[config.mk]
export PLATFORM = sky130hd
export DESIGN_NAME = apb_initiator_cfg
export DESIGN_NICKNAME = d
export VERILOG_FILES = /design/src/rtl/apb_initiator_cfg.sv
export SDC_FILE = /design/constraint.sdc
export NUM_CORES = 1
export LEC_CHECK = 0
export CAP_MARGIN = 40
export CORE_ASPECT_RATIO = 1.1
export CORE_MARGIN = 2
export CORE_UTILIZATION = 55
export CTS_CLUSTER_DIAMETER = 100
export DETAILED_ROUTE_END_ITERATION = 8
export DONT_BUFFER_PORTS = 1
export PLACE_DENSITY = 0.7
export SYNTH_ARGS = -nofsm -noshare
export SYNTH_HDL_FRONTEND = slang
export SYNTH_SLANG_ARGS = --single-unit
[constraint.sdc]
create_clock -name clk -period 2.7 [get_ports clk]
set_clock_uncertainty 0.1 [all_clocks]
set_input_delay 0.405 -clock clk [delete_from_list [all_inputs] [get_ports clk]]
set_output_delay 0.405 -clock clk [all_outputs]
set_load 0.02 [all_outputs]
[src/rtl/apb_initiator_cfg.sv]
// APB4 initiator: split read/write valid-ready requests become one APB transfer at a time.
// Latency: accept at N, SETUP N+1, ACCESS N+2, ack N+3 with no wait states; +1 per wait state.
// Backpressure: request rdy only in IDLE; a pending ack blocks new grants until its rdy.
module apb_initiator_cfg #(
    parameter int         ADDR_WIDTH     = 16,
    parameter int         DATA_WIDTH     = 32,
    parameter logic [2:0] PROT           = 3'b000,
    parameter int         TIMEOUT_CYCLES = 256
) (
    input  logic                    clk,
    input  logic                    rst_n,
    input  logic [ADDR_WIDTH-1:0]   wreq_addr,
    input  logic [DATA_WIDTH-1:0]   wreq_data,
    input  logic [DATA_WIDTH/8-1:0] wreq_strb,
    input  logic                    wreq_vld,
    output logic                    wreq_rdy,
    input  logic [ADDR_WIDTH-1:0]   rreq_addr,
    input  logic                    rreq_vld,
    output logic                    rreq_rdy,
    output logic [DATA_WIDTH-1:0]   rack_data,
    output logic                    rack_err,
    output logic                    rack_vld,
    input  logic                    rack_rdy,
    output logic                    wack_err,
    output logic                    wack_vld,
    input  logic                    wack_rdy,
    output logic [ADDR_WIDTH-1:0]   p_addr,
    output logic [2:0]              p_prot,
    output logic                    p_sel,
    output logic                    p_enable,
    output logic                    p_write,
    output logic [DATA_WIDTH-1:0]   p_wdata,
    output logic [DATA_WIDTH/8-1:0] p_strb,
    input  logic                    p_ready,
    input  logic                    p_slverr,
    input  logic [DATA_WIDTH-1:0]   p_rdata
);
    localparam int STRB_W = DATA_WIDTH / 8;
    localparam int CNT_W  = (TIMEOUT_CYCLES > 2) ? $clog2(TIMEOUT_CYCLES) : 1;
    localparam logic TIMEOUT_EN = (TIMEOUT_CYCLES > 0);
    localparam logic [CNT_W-1:0] CNT_LAST =
        (TIMEOUT_CYCLES > 0) ? CNT_W'(TIMEOUT_CYCLES - 1) : '0;

    typedef enum logic [1:0] {IDLE, SETUP, ACCESS, RESP} state_t;

    typedef struct packed {
        logic                  write;
        logic [ADDR_WIDTH-1:0] addr;
        logic [DATA_WIDTH-1:0] data;
        logic [STRB_W-1:0]     strb;
    } hold_t;

    state_t                state_q, state_d;
    hold_t                 hold_q;
    logic [CNT_W-1:0]      cnt_q;
    logic                  last_wr_q;
    logic                  rack_vld_q, wack_vld_q;
    logic                  rack_err_q, wack_err_q;
    logic [DATA_WIDTH-1:0] rack_data_q;
    logic                  grant_w, grant_r;
    logic                  done, abort;

    always_comb begin
        state_d = state_q;
        grant_w = 1'b0;
        grant_r = 1'b0;
        done    = 1'b0;
        abort   = 1'b0;
        case (state_q)
            IDLE: begin
                // On a tie, the type not granted last wins.
                grant_w = wreq_vld && (!rreq_vld || !last_wr_q);
                grant_r = rreq_vld && (!wreq_vld || last_wr_q);
                if (grant_w || grant_r) state_d = SETUP;
            end
            SETUP: state_d = ACCESS;
            ACCESS: begin
                done  = p_ready;
                abort = !p_ready && TIMEOUT_EN && (cnt_q == CNT_LAST);
                if (done || abort) state_d = RESP;
            end
            RESP: begin
                if ((rack_vld_q && rack_rdy) || (wack_vld_q && wack_rdy)) state_d = IDLE;
            end
            default: state_d = IDLE;
        endcase
    end

    always_ff @(posedge clk) begin
        if (!rst_n) begin
            state_q     <= IDLE;
            hold_q      <= '0;
            cnt_q       <= '0;
            last_wr_q   <= 1'b0;
            rack_vld_q  <= 1'b0;
            wack_vld_q  <= 1'b0;
            rack_err_q  <= 1'b0;
            wack_err_q  <= 1'b0;
            rack_data_q <= '0;
        end else begin
            state_q <= state_d;

            if (grant_w) begin
                hold_q.write <= 1'b1;
                hold_q.addr  <= wreq_addr;
                hold_q.data  <= wreq_data;
                hold_q.strb  <= wreq_strb;
                last_wr_q    <= 1'b1;
            end else if (grant_r) begin
                hold_q.write <= 1'b0;
                hold_q.addr  <= rreq_addr;
                hold_q.data  <= '0;
                hold_q.strb  <= '0;
                last_wr_q    <= 1'b0;
            end

            if (state_q == SETUP) begin
                cnt_q <= '0;
            end else if (state_q == ACCESS && !p_ready && cnt_q != CNT_LAST) begin
                cnt_q <= cnt_q + CNT_W'(1);
            end

            // p_slverr only matters on the p_ready cycle; an abort always reports error.
            if (done || abort) begin
                if (hold_q.write) begin
                    wack_vld_q <= 1'b1;
                    wack_err_q <= abort | (done & p_slverr);
                end else begin
                    rack_vld_q  <= 1'b1;
                    rack_err_q  <= abort | (done & p_slverr);
                    rack_data_q <= abort ? '0 : p_rdata;
                end
            end

            if (rack_vld_q && rack_rdy) rack_vld_q <= 1'b0;
            if (wack_vld_q && wack_rdy) wack_vld_q <= 1'b0;
        end
    end

    assign wreq_rdy  = grant_w;
    assign rreq_rdy  = grant_r;
    assign rack_vld  = rack_vld_q;
    assign rack_err  = rack_err_q;
    assign rack_data = rack_data_q;
    assign wack_vld  = wack_vld_q;
    assign wack_err  = wack_err_q;

    assign p_sel    = (state_q == SETUP) || (state_q == ACCESS);
    assign p_enable = (state_q == ACCESS);
    assign p_write  = p_sel && hold_q.write;
    assign p_addr   = hold_q.addr;
    assign p_prot   = PROT;
    assign p_wdata  = p_sel ? hold_q.data : '0;
    assign p_strb   = p_sel ? hold_q.strb : '0;

endmodule
---- After elaboration in Yosys (flattened, before gate mapping) ----
Index checks and enable logic that the tools add are counted.
storage, ports and cells
  register bits after elaboration ......... 100
  input port bits ......................... 108
  logic and storage cells ................. 67
cells by class
  add/sub/neg operators ................... 1
  equality and inequality tests ........... 8
  multiplexer cells ....................... 15
  bitwise gates (word level) .............. 4
  reductions and logical operators ........ 27
operator list
  operator             number
  $mux 53              2
  $mux 32              2
  $add 8x1->8 const B  1
  $eq 8x8->1 const B   1
  $logic_and 1x1->1    8
  $ne 8x8->1 const B   1
  $pmux 2 s4           1
  $logic_or 1x1->1     7
  $mux 1               6
  $mux 2               3
  $reduce_or 2->1      3
  $eq 2x2->1 const B   2
  $logic_not 1->1      4
  $mux 4               1
  $ne 2x2->1 const B   2
  $reduce_and 2->1     2
  $reduce_and 3->1     1
  $eq 2x1->1 const B   1
  $logic_not 2->1      1
  $ne 2x1->1 const B   1
  $not 1->1            2
  $reduce_bool 2->1    1
  $and 1x1->1          1
  $or 1x1->1           1

---- Depth between registers and ports, before layout ----
Gate-level depths: netlist (run 1).
  depth in word-level cells ............... 6
  gate-level depth with buffers ........... 8
  gate-level depth less buffers ........... 6

---- Worst setup path before layout (run 1) ----
No wires, ideal clock.
  path kind ............................... register to output
  start ................................... register state_q[0]
  end ..................................... output port p_wdata[10]
  data required time ...................... 2.195 ns
  stages on the path, launching flop included .. 6
  path slack .............................. 0.676 ns
  path buffers ............................ 2
  arrival time ............................ 1.519 ns
  cells stage by stage .................... dfxtp_1 inv_1 ha_1 clkbuf_1 clkbuf_1 and2_1
on the way
  longest elaborated chain between the ends .. 3
  elaborated cells on any way between the ends .. 4
  classes of those cells .................. 2 x eq/ne; 1 x mux; 1 x reduce/logical
RTL lines
  what                                      RTL line  text
  start: declaration                        53        state_t state_q, state_d;
  start signal: assignment                  101       state_q <= state_d;
  $eq 2x1->1 or $eq 2x2->1 (tied branches)  148       assign p_sel = (state_q == SETUP) || (state_q == ACCESS);
  $logic_or 1x1->1 (*)                      148
  named net p_sel                           29        output logic p_sel,
  $mux 32 (*)                               153       assign p_wdata = p_sel ? hold_q.data : '0;
  end: declaration                          32        output logic [DATA_WIDTH-1:0] p_wdata,
The timed path passes the listed nets; every way through them passes the cells marked *.

---- Worst setup path in the final report (run 1) ----
  start ................................... register state_q[0]
  end ..................................... output port p_wdata[3]
on the way
  longest elaborated chain between the ends .. 3
  elaborated cells on any way between the ends .. 4
  classes of those cells .................. 2 x eq/ne; 1 x mux; 1 x reduce/logical
RTL lines
  what                                      RTL line
  $eq 2x1->1 or $eq 2x2->1 (tied branches)  148
  $logic_or 1x1->1 (*)                      148
  $mux 32 (*)                               153
Every way passes the cells marked *; elsewhere a longest branch is shown, timed or not.

==> metrics.md, run 1 <==
| Metric | Value |
|---|---|
| Status | `finished clean` |
| Final net count | `498` |
| Largest net degree at the start of global routing | `36` |
| P_int | `0.002568 W` |
| Total track usage | `20.92%` |
| Overall Power | `0.004209 W` |
| Fmax | `0.4249 GHz` |
| WL final | `9.015 mm` |
| Die width | `86.26 um` |
| Number of gates resized after CTS | `0` |
| Top Ports | `204` |
| Worst hold endpoint | `hold_q[52]$_SDFFE_PN0P_` |
| # hold bufs at CTS | `0` |
| Seq/Total Area, Yosys | `48.41%` |
| DRT antenna net count | `0` |
| Vias in the first global route | `2,666` |
| CTS tree | `built` |
| Layout cells sized above 1 | `11.54%` |
| Detailed Place HPWL | `6.482 mm` |
| Terminus of the critical flop-to-flop path | `cnt_q[7]$_SDFFE_PP0P_` |
| Synth top area share | `48.41%` |
| Netlist cell types | `44` |
| Maximum fanout along the worst path | `35` |
| Residual DRC | `0` |
| Final GP Congestion | `0.7432` |
| Row cnt | `33` |
| Worst EP arrival | `1850 ps` |
| Syn avg cell area | `9.889 um^2` |
| Die Span Y | `94.49 um` |
| Iteration-0 DRC count of the detailed router | `137` |
| Crit-path max cell delay | `400 ps` |
| Stages on worst setup path | `4` |
| Htree depth | `3` |
| Worst vdd ir | `0.3878 mV` |
| CP max stage cell | `dfxtp_1` |
| Number of enable flip-flop cells after synthesis | `0` |
| Crit path capture type | `primary output` |
| Max-Cap Viols | `0` |
| DIE AREA | `8150 um^2` |
| Antenna violations before repair | `0` |
| Hold path depth | `1` |
| P_leak | `1.599 nW` |
| Reg power frac | `49.7%` |
| Initial Util | `55.70%` |
| Area leader, netlist | `dfxtp_1` |
| Netlist Area Pre-Place | `4094 um^2` |
| First-pass GRT wire length | `13.23 mm` |
| Final hold violation count | `0` |
| Vias | `2,915` |
| Clk buf depth | `2` |
| Final setup violation count | `0` |
| Sw frac | `38.99%` |
| WP data required | `2190 ps` |
| Combinational Power Share | `27.8%` |
| Fin. max-slew vios | `0` |
| RSZ-0062 raised after global routing | `no` |
| DR WL/cell | `18.90 um` |
| Crit path kind | `flip-flop to primary output` |
| #FFs+latches synth | `99` |
| Clock Latency Late Sink | `350 ps` |
| Top cells by area, synth | `dfxtp_1 48%, a22oi_1 7.0%, a22o_1 6.8%, and2_1 5.8%, nor2_1 5.5%` |
| Pwr Density | `1005 nW/um^2` |
| Crit path time final | `2353 ps` |
| Clk slew on worst S/H paths | `90 ps` |
| Overflow after GRT | `0` |
| Sw Pwr | `0.001641 W` |
| Clock network fraction of design power | `22.5%` |
| Reg2reg path depth | `6` |
| Final worst path period share | `87.17%` |
| # port buffers | `0` |
| Launch point of the worst reg-to-reg path | `state_q[0]$_SDFFE_PN0P_` |
| Worst hold path class | `primary input to flip-flop` |
| DR pass1 iterations | `4` |
| Delay-heaviest family, CP | `buffers and inverters` |
| Setup TNS | `0 ps` |
| Post-CTS setup buffer count | `0` |
| Min-delay src | `rreq_vld` |
| Main synth FF type | `dfxtp_1` |
| Core box area | `7350 um^2` |
| CTS buffer count | `9` |
| WP buf/inv | `2` |
| Crit path cell chain | `inv_1 > ha_1 > buf_4 > and2_1` |
| Final Core Density | `57.01%` |
| CTS Root Cell | `clkbuf_8` |
| Cell count after synthesis | `414` |
| Vias per cell | `6.111` |
| R2R Setup Slk | `670 ps` |
| ANT cells | `0` |
| Ys async rst share | `0%` |
| Worst Setup Start Kind | `flip-flop` |
| Slew @ Worst Pin | `835.6 ps` |
| Syn. warnings | `0` |
| Slew margin rel. | `44.29%` |
| P&R area growth vs syn | `2.353%` |
| Clock Sinks | `99` |
## Yosys cell counts, drive strengths merged (3+ instances only)
cell	n
nand2	8
o21ai	4
inv	4
buf	37
a21oi	9
mux2i	18
a22o	32
a211oi	16
a22oi	38
ha	5
dfxtp	99
nand3	3
and2	38
xor2	5
clkbuf	13
nor2	60
nor3	3
## registers in the layout (all words and copies together), names as in the netlist
| register | count |
|---|---|
| hold_q | 37 |
| rack_err | 1 |
| wack_vld | 1 |
| rack_data | 32 |
| wack_err | 1 |
| state_q | 2 |
| rack_vld | 1 |
| p_addr | 16 |
| cnt_q | 8 |
## power by group through the flow
stage	registers (W)	clock network [W]	logic, W
2_1_floorplan	0.00192	0	0.00131
3_3_place_gp	0.00212	0	0.00114
3_5_place_dp	0.00213	0	0.00118
4_1_cts	0.00210	0.000974	0.00118
5_1_grt	0.00213	0.00104	0.00130
6_report	0.00209	0.000948	0.00117
## cells in the final DEF, fill, tap and decap left out, drive strengths merged, types with 4 or more instances in the layout
cell / n
and2: 38
nand2: 8
xor2: 5
a211oi: 16
mux2i: 18
inv: 6
a21oi: 9
dfxtp: 99
nor2: 60
o21ai: 4
ha: 5
a22oi: 38
clkbuf: 10
buf: 8
a22o: 32
## worst max path at each step
stage | startpoint | end | slack (ps)
5_1_grt | state_q[1]$_SDFFE_PN0P_ | p_wdata[15] | 180
3_5_place_dp | state_q[0]$_SDFFE_PN0P_ | cnt_q[7]$_SDFFE_PP0P_ | 700
6_report | state_q[0]$_SDFFE_PN0P_ | p_wdata[3] | 350
2_1_floorplan | state_q[0]$_SDFFE_PN0P_ | p_wdata[10] | 680
3_3_place_gp | state_q[0]$_SDFFE_PN0P_ | cnt_q[7]$_SDFFE_PP0P_ | 780
4_1_cts | state_q[0]$_SDFFE_PN0P_ | p_wdata[3] | 310
## logic make-up (layout without fill, tap and decap cells)
kind of cell | count (synthesis) | after routing | synth area share, %
muxes | 18 | 18 | 4.401
and+or+nand+nor | 125 | 125 | 15.25
DFF | 99 | 99 | 48.41
adders and majority gates | 5 | 5 | 1.528
buffers and inverters | 54 | 28 | 7.518
xor gates and xnor gates | 5 | 5 | 1.070
other | 1 | 3 | 0.09160
AOI/OAI and AO/OA | 107 | 107 | 21.73
## layer usage
layer	up-vias	part of all wire [%]	wire, um	GRT usage (%)
li1	1381	-	-	-
met1	1370	40	3624	25.90
met2	156	48	4358	33.01
met3	8	10	918	8.566
met4	0	1.3	114	7.292
met5	-	0	0	0
## final cells by class
cell class	count	area [um^2]
Fill cell	666	3159
Inverter	4	15.01
Clock buffer	10	127.6
Clock inverter	6	72.57
Multi-Input combinational cell	263	1824
Tap cell	87	108.9
Sequential cell	99	1982
Timing Repair Buffer	8	60.06
## worst reg2reg max path, delay by kind of cell, from the launching register on
family	cells	cell delay [ps]
DFF	1	350
buffers and inverters	1	90
adders and majority gates	1	430
AOI/OAI and AO/OA	2	350
and+or+nand+nor	2	670
## through the flow
stage	std cells	instance area, um^2	hold WS (ps)	worst slack (ps)
floorplan	416	4101	357.1	676.1
global placement	461	3990	373.5	782.2
detailed placement	461	3990	381.5	701.6
CTS	477	4190	45.08	311.8
global route	477	4190	46.73	184.3
finish	477	4190	69.03	346.5
Power figures use the tool's default switching activity.
==> run 2, diff against run 1 <==
--- a/config.mk
+++ b/config.mk
@@ -12,7 +12,8 @@
 export CTS_CLUSTER_DIAMETER = 100
 export DETAILED_ROUTE_END_ITERATION = 8
 export DONT_BUFFER_PORTS = 1
-export PLACE_DENSITY = 0.7
+export PLACE_DENSITY_LB_ADDON = 0.15
 export SYNTH_ARGS = -nofsm -noshare
 export SYNTH_HDL_FRONTEND = slang
 export SYNTH_SLANG_ARGS = --single-unit
+export TNS_END_PERCENT = 10
==> metrics.md, run 2 (synthesized netlist as in run 1, its figures left out) <==
| Metric | Value |
|---|---|
| Slew margin rel. | `41.70% (-2.6 points)` |
| Sw frac | `39.04% (+0.044 points)` |
| Post-CTS setup buffer count | `0 (unchanged)` |
| CTS Root Cell | `clkbuf_8` |
| Final Core Density | `57.01% (unchanged)` |
| DR WL/cell | `18.61 um (-1.5%)` |
| DR pass1 iterations | `4 (unchanged)` |
| Final setup violation count | `0 (unchanged)` |
| Worst EP arrival | `1780 ps (-70 ps)` |
| Layout cells sized above 1 | `11.54% (unchanged)` |
| Crit path kind | `flip-flop to primary output` |
| Max reg flops | `37 (unchanged)` |
| Total track usage | `20.63% (-0.29 points)` |
| Clock Sinks | `99 (unchanged)` |
| Maximum fanout along the worst path | `36 (+2.9%)` |
| P&R area growth vs syn | `2.353% (unchanged)` |
| WP data required | `2190 ps (about the same)` |
| Max-Cap Viols | `0 (unchanged)` |
| Crit path time final | `2285 ps (-68.12 ps)` |
| WL final | `8.877 mm (-1.5%)` |
| Iteration-0 DRC count of the detailed router | `96 (-30%)` |
| Clock network fraction of design power | `22.7% (+0.2 points)` |
| Number of gates resized after CTS | `0 (unchanged)` |
| Row cnt | `33 (unchanged)` |
| ANT cells | `0 (unchanged)` |
| DRT antenna net count | `0 (unchanged)` |
| # port buffers | `0 (unchanged)` |
| CTS tree | `built` |
| Overflow after GRT | `0 (unchanged)` |
| Final GP Congestion | `0.7734 (+4.1%)` |
| Worst hold path class | `primary input to flip-flop` |
| Final net count | `498 (unchanged)` |
| Top Ports | `204 (unchanged)` |
| Detailed Place HPWL | `6.248 mm (-3.6%)` |
| Antenna violations before repair | `0 (unchanged)` |
| Crit path capture type | `primary output` |
| Clk slew on worst S/H paths | `90 ps (about the same)` |
| Final hold violation count | `0 (unchanged)` |
| Vias per cell | `6.013 (-1.6%)` |
| CTS buffer count | `9 (unchanged)` |
| Pwr Density | `1005 nW/um^2 (about the same)` |
| Clk buf depth | `2 (unchanged)` |
| Reg power frac | `49.6% (about the same)` |
| Die Span Y | `94.49 um (unchanged)` |
| Core box area | `7350 um^2 (unchanged)` |
| Slew @ Worst Pin | `874.4 ps (+38.76 ps)` |
| Vias | `2,868 (-1.6%)` |
| Worst vdd ir | `0.4445 mV (+15%)` |
| Htree depth | `3 (unchanged)` |
| Top reg by flops | `hold_q` |
| Fin. max-slew vios | `0 (unchanged)` |
| Vias in the first global route | `2,655 (-0.41%)` |
| Worst Setup Start Kind | `flip-flop` |
| P_leak | `1.599 nW (unchanged)` |
| Commonest non-fill, non-tap cell in the layout | `dfxtp_1` |
| RSZ-0062 raised after global routing | `no` |
| First-pass GRT wire length | `13.09 mm (-1.0%)` |
| Setup TNS | `0 ps (unchanged)` |
| Status | `finished clean` |
| Final worst path period share | `84.64% (-2.5 points)` |
| DIE AREA | `8150 um^2 (unchanged)` |
| # hold bufs at CTS | `0 (unchanged)` |
| Die width | `86.26 um (unchanged)` |
| Combinational Power Share | `27.7% (about the same)` |
| Initial Util | `55.70% (unchanged)` |
| Largest net degree at the start of global routing | `37 (+2.8%)` |
| Residual DRC | `0 (unchanged)` |
| Commonest cells after routing, fill and taps aside | `99 x dfxtp_1, 60 x nor2_1, 38 x and2_1, 38 x a22oi_1, 32 x a22o_1` |
| Fmax | `0.4376 GHz (+3.0%)` |
| P_int | `0.002568 W (about the same)` |
| Sw Pwr | `0.001644 W (+0.18%)` |
| Clock Latency Late Sink | `350 ps (about the same)` |
## run 2: critical path, cell delays in order, from the launching register on
cell and delay [ps]:
dfxtp_1 390, inv_1 80, ha_1 320, buf_4 320, and2_1 310
## run 2: area by class of cell
type / instances / area [um^2]
Fill cell: 669 / 3159
Sequential cell: 99 / 1982
Multi-Input combinational cell: 263 / 1824
Clock buffer: 10 / 127.6
Tap cell: 87 / 108.9
Clock inverter: 6 / 72.57
Timing Repair Buffer: 8 / 60.06
Inverter: 4 / 15.01
## run 2: worst paths after layout
kind | start | endpoint | slack, ps | cells past startpoint
worst max-delay path | state_q[0]$_SDFFE_PN0P_ | p_wdata[20] | 410 | 4
worst min-delay path | rreq_vld | hold_q[52]$_SDFFE_PN0P_ | 60 | 1
worst max register to register | state_q[0]$_SDFFE_PN0P_ | cnt_q[5]$_SDFFE_PP0P_ | 730 | 6
worst min register to register | hold_q[29]$_SDFFE_PN0P_ | hold_q[29]$_SDFFE_PN0P_ | 400 | 2
## run 2: routing by layer
layer	wire length, um	GRT usage (%)
met1	3676	25.81
met2	4223	32.62
met3	894	7.955
met4	83	7.161
met5	0	0
## run 2: power groups by stage
stage          clock network (W)  registers, W  logic, W
3_3_place_gp                   0       0.00212   0.00114
2_1_floorplan                  0       0.00192   0.00131
4_1_cts                 0.000976       0.00209   0.00118
3_5_place_dp                   0       0.00212   0.00118
5_1_grt                  0.00103       0.00212   0.00131
6_report                0.000956       0.00209   0.00117
## run 2: metrics by stage
stage / cells / worst slack, ps / cell area [um^2] / hold slack (ps) / total power [W]
finish: 477 / 414.6 / 4190 / 64.65 / 0.004212
global route: 477 / 269.2 / 4190 / 50.13 / 0.004465
CTS: 477 / 381.6 / 4190 / 44.10 / 0.004245
detailed placement: 461 / 745.4 / 3990 / 382.5 / 0.003296
global placement: 461 / 785.3 / 3990 / 379.1 / 0.003262
floorplan: 416 / 676.1 / 4101 / 357.1 / 0.003226
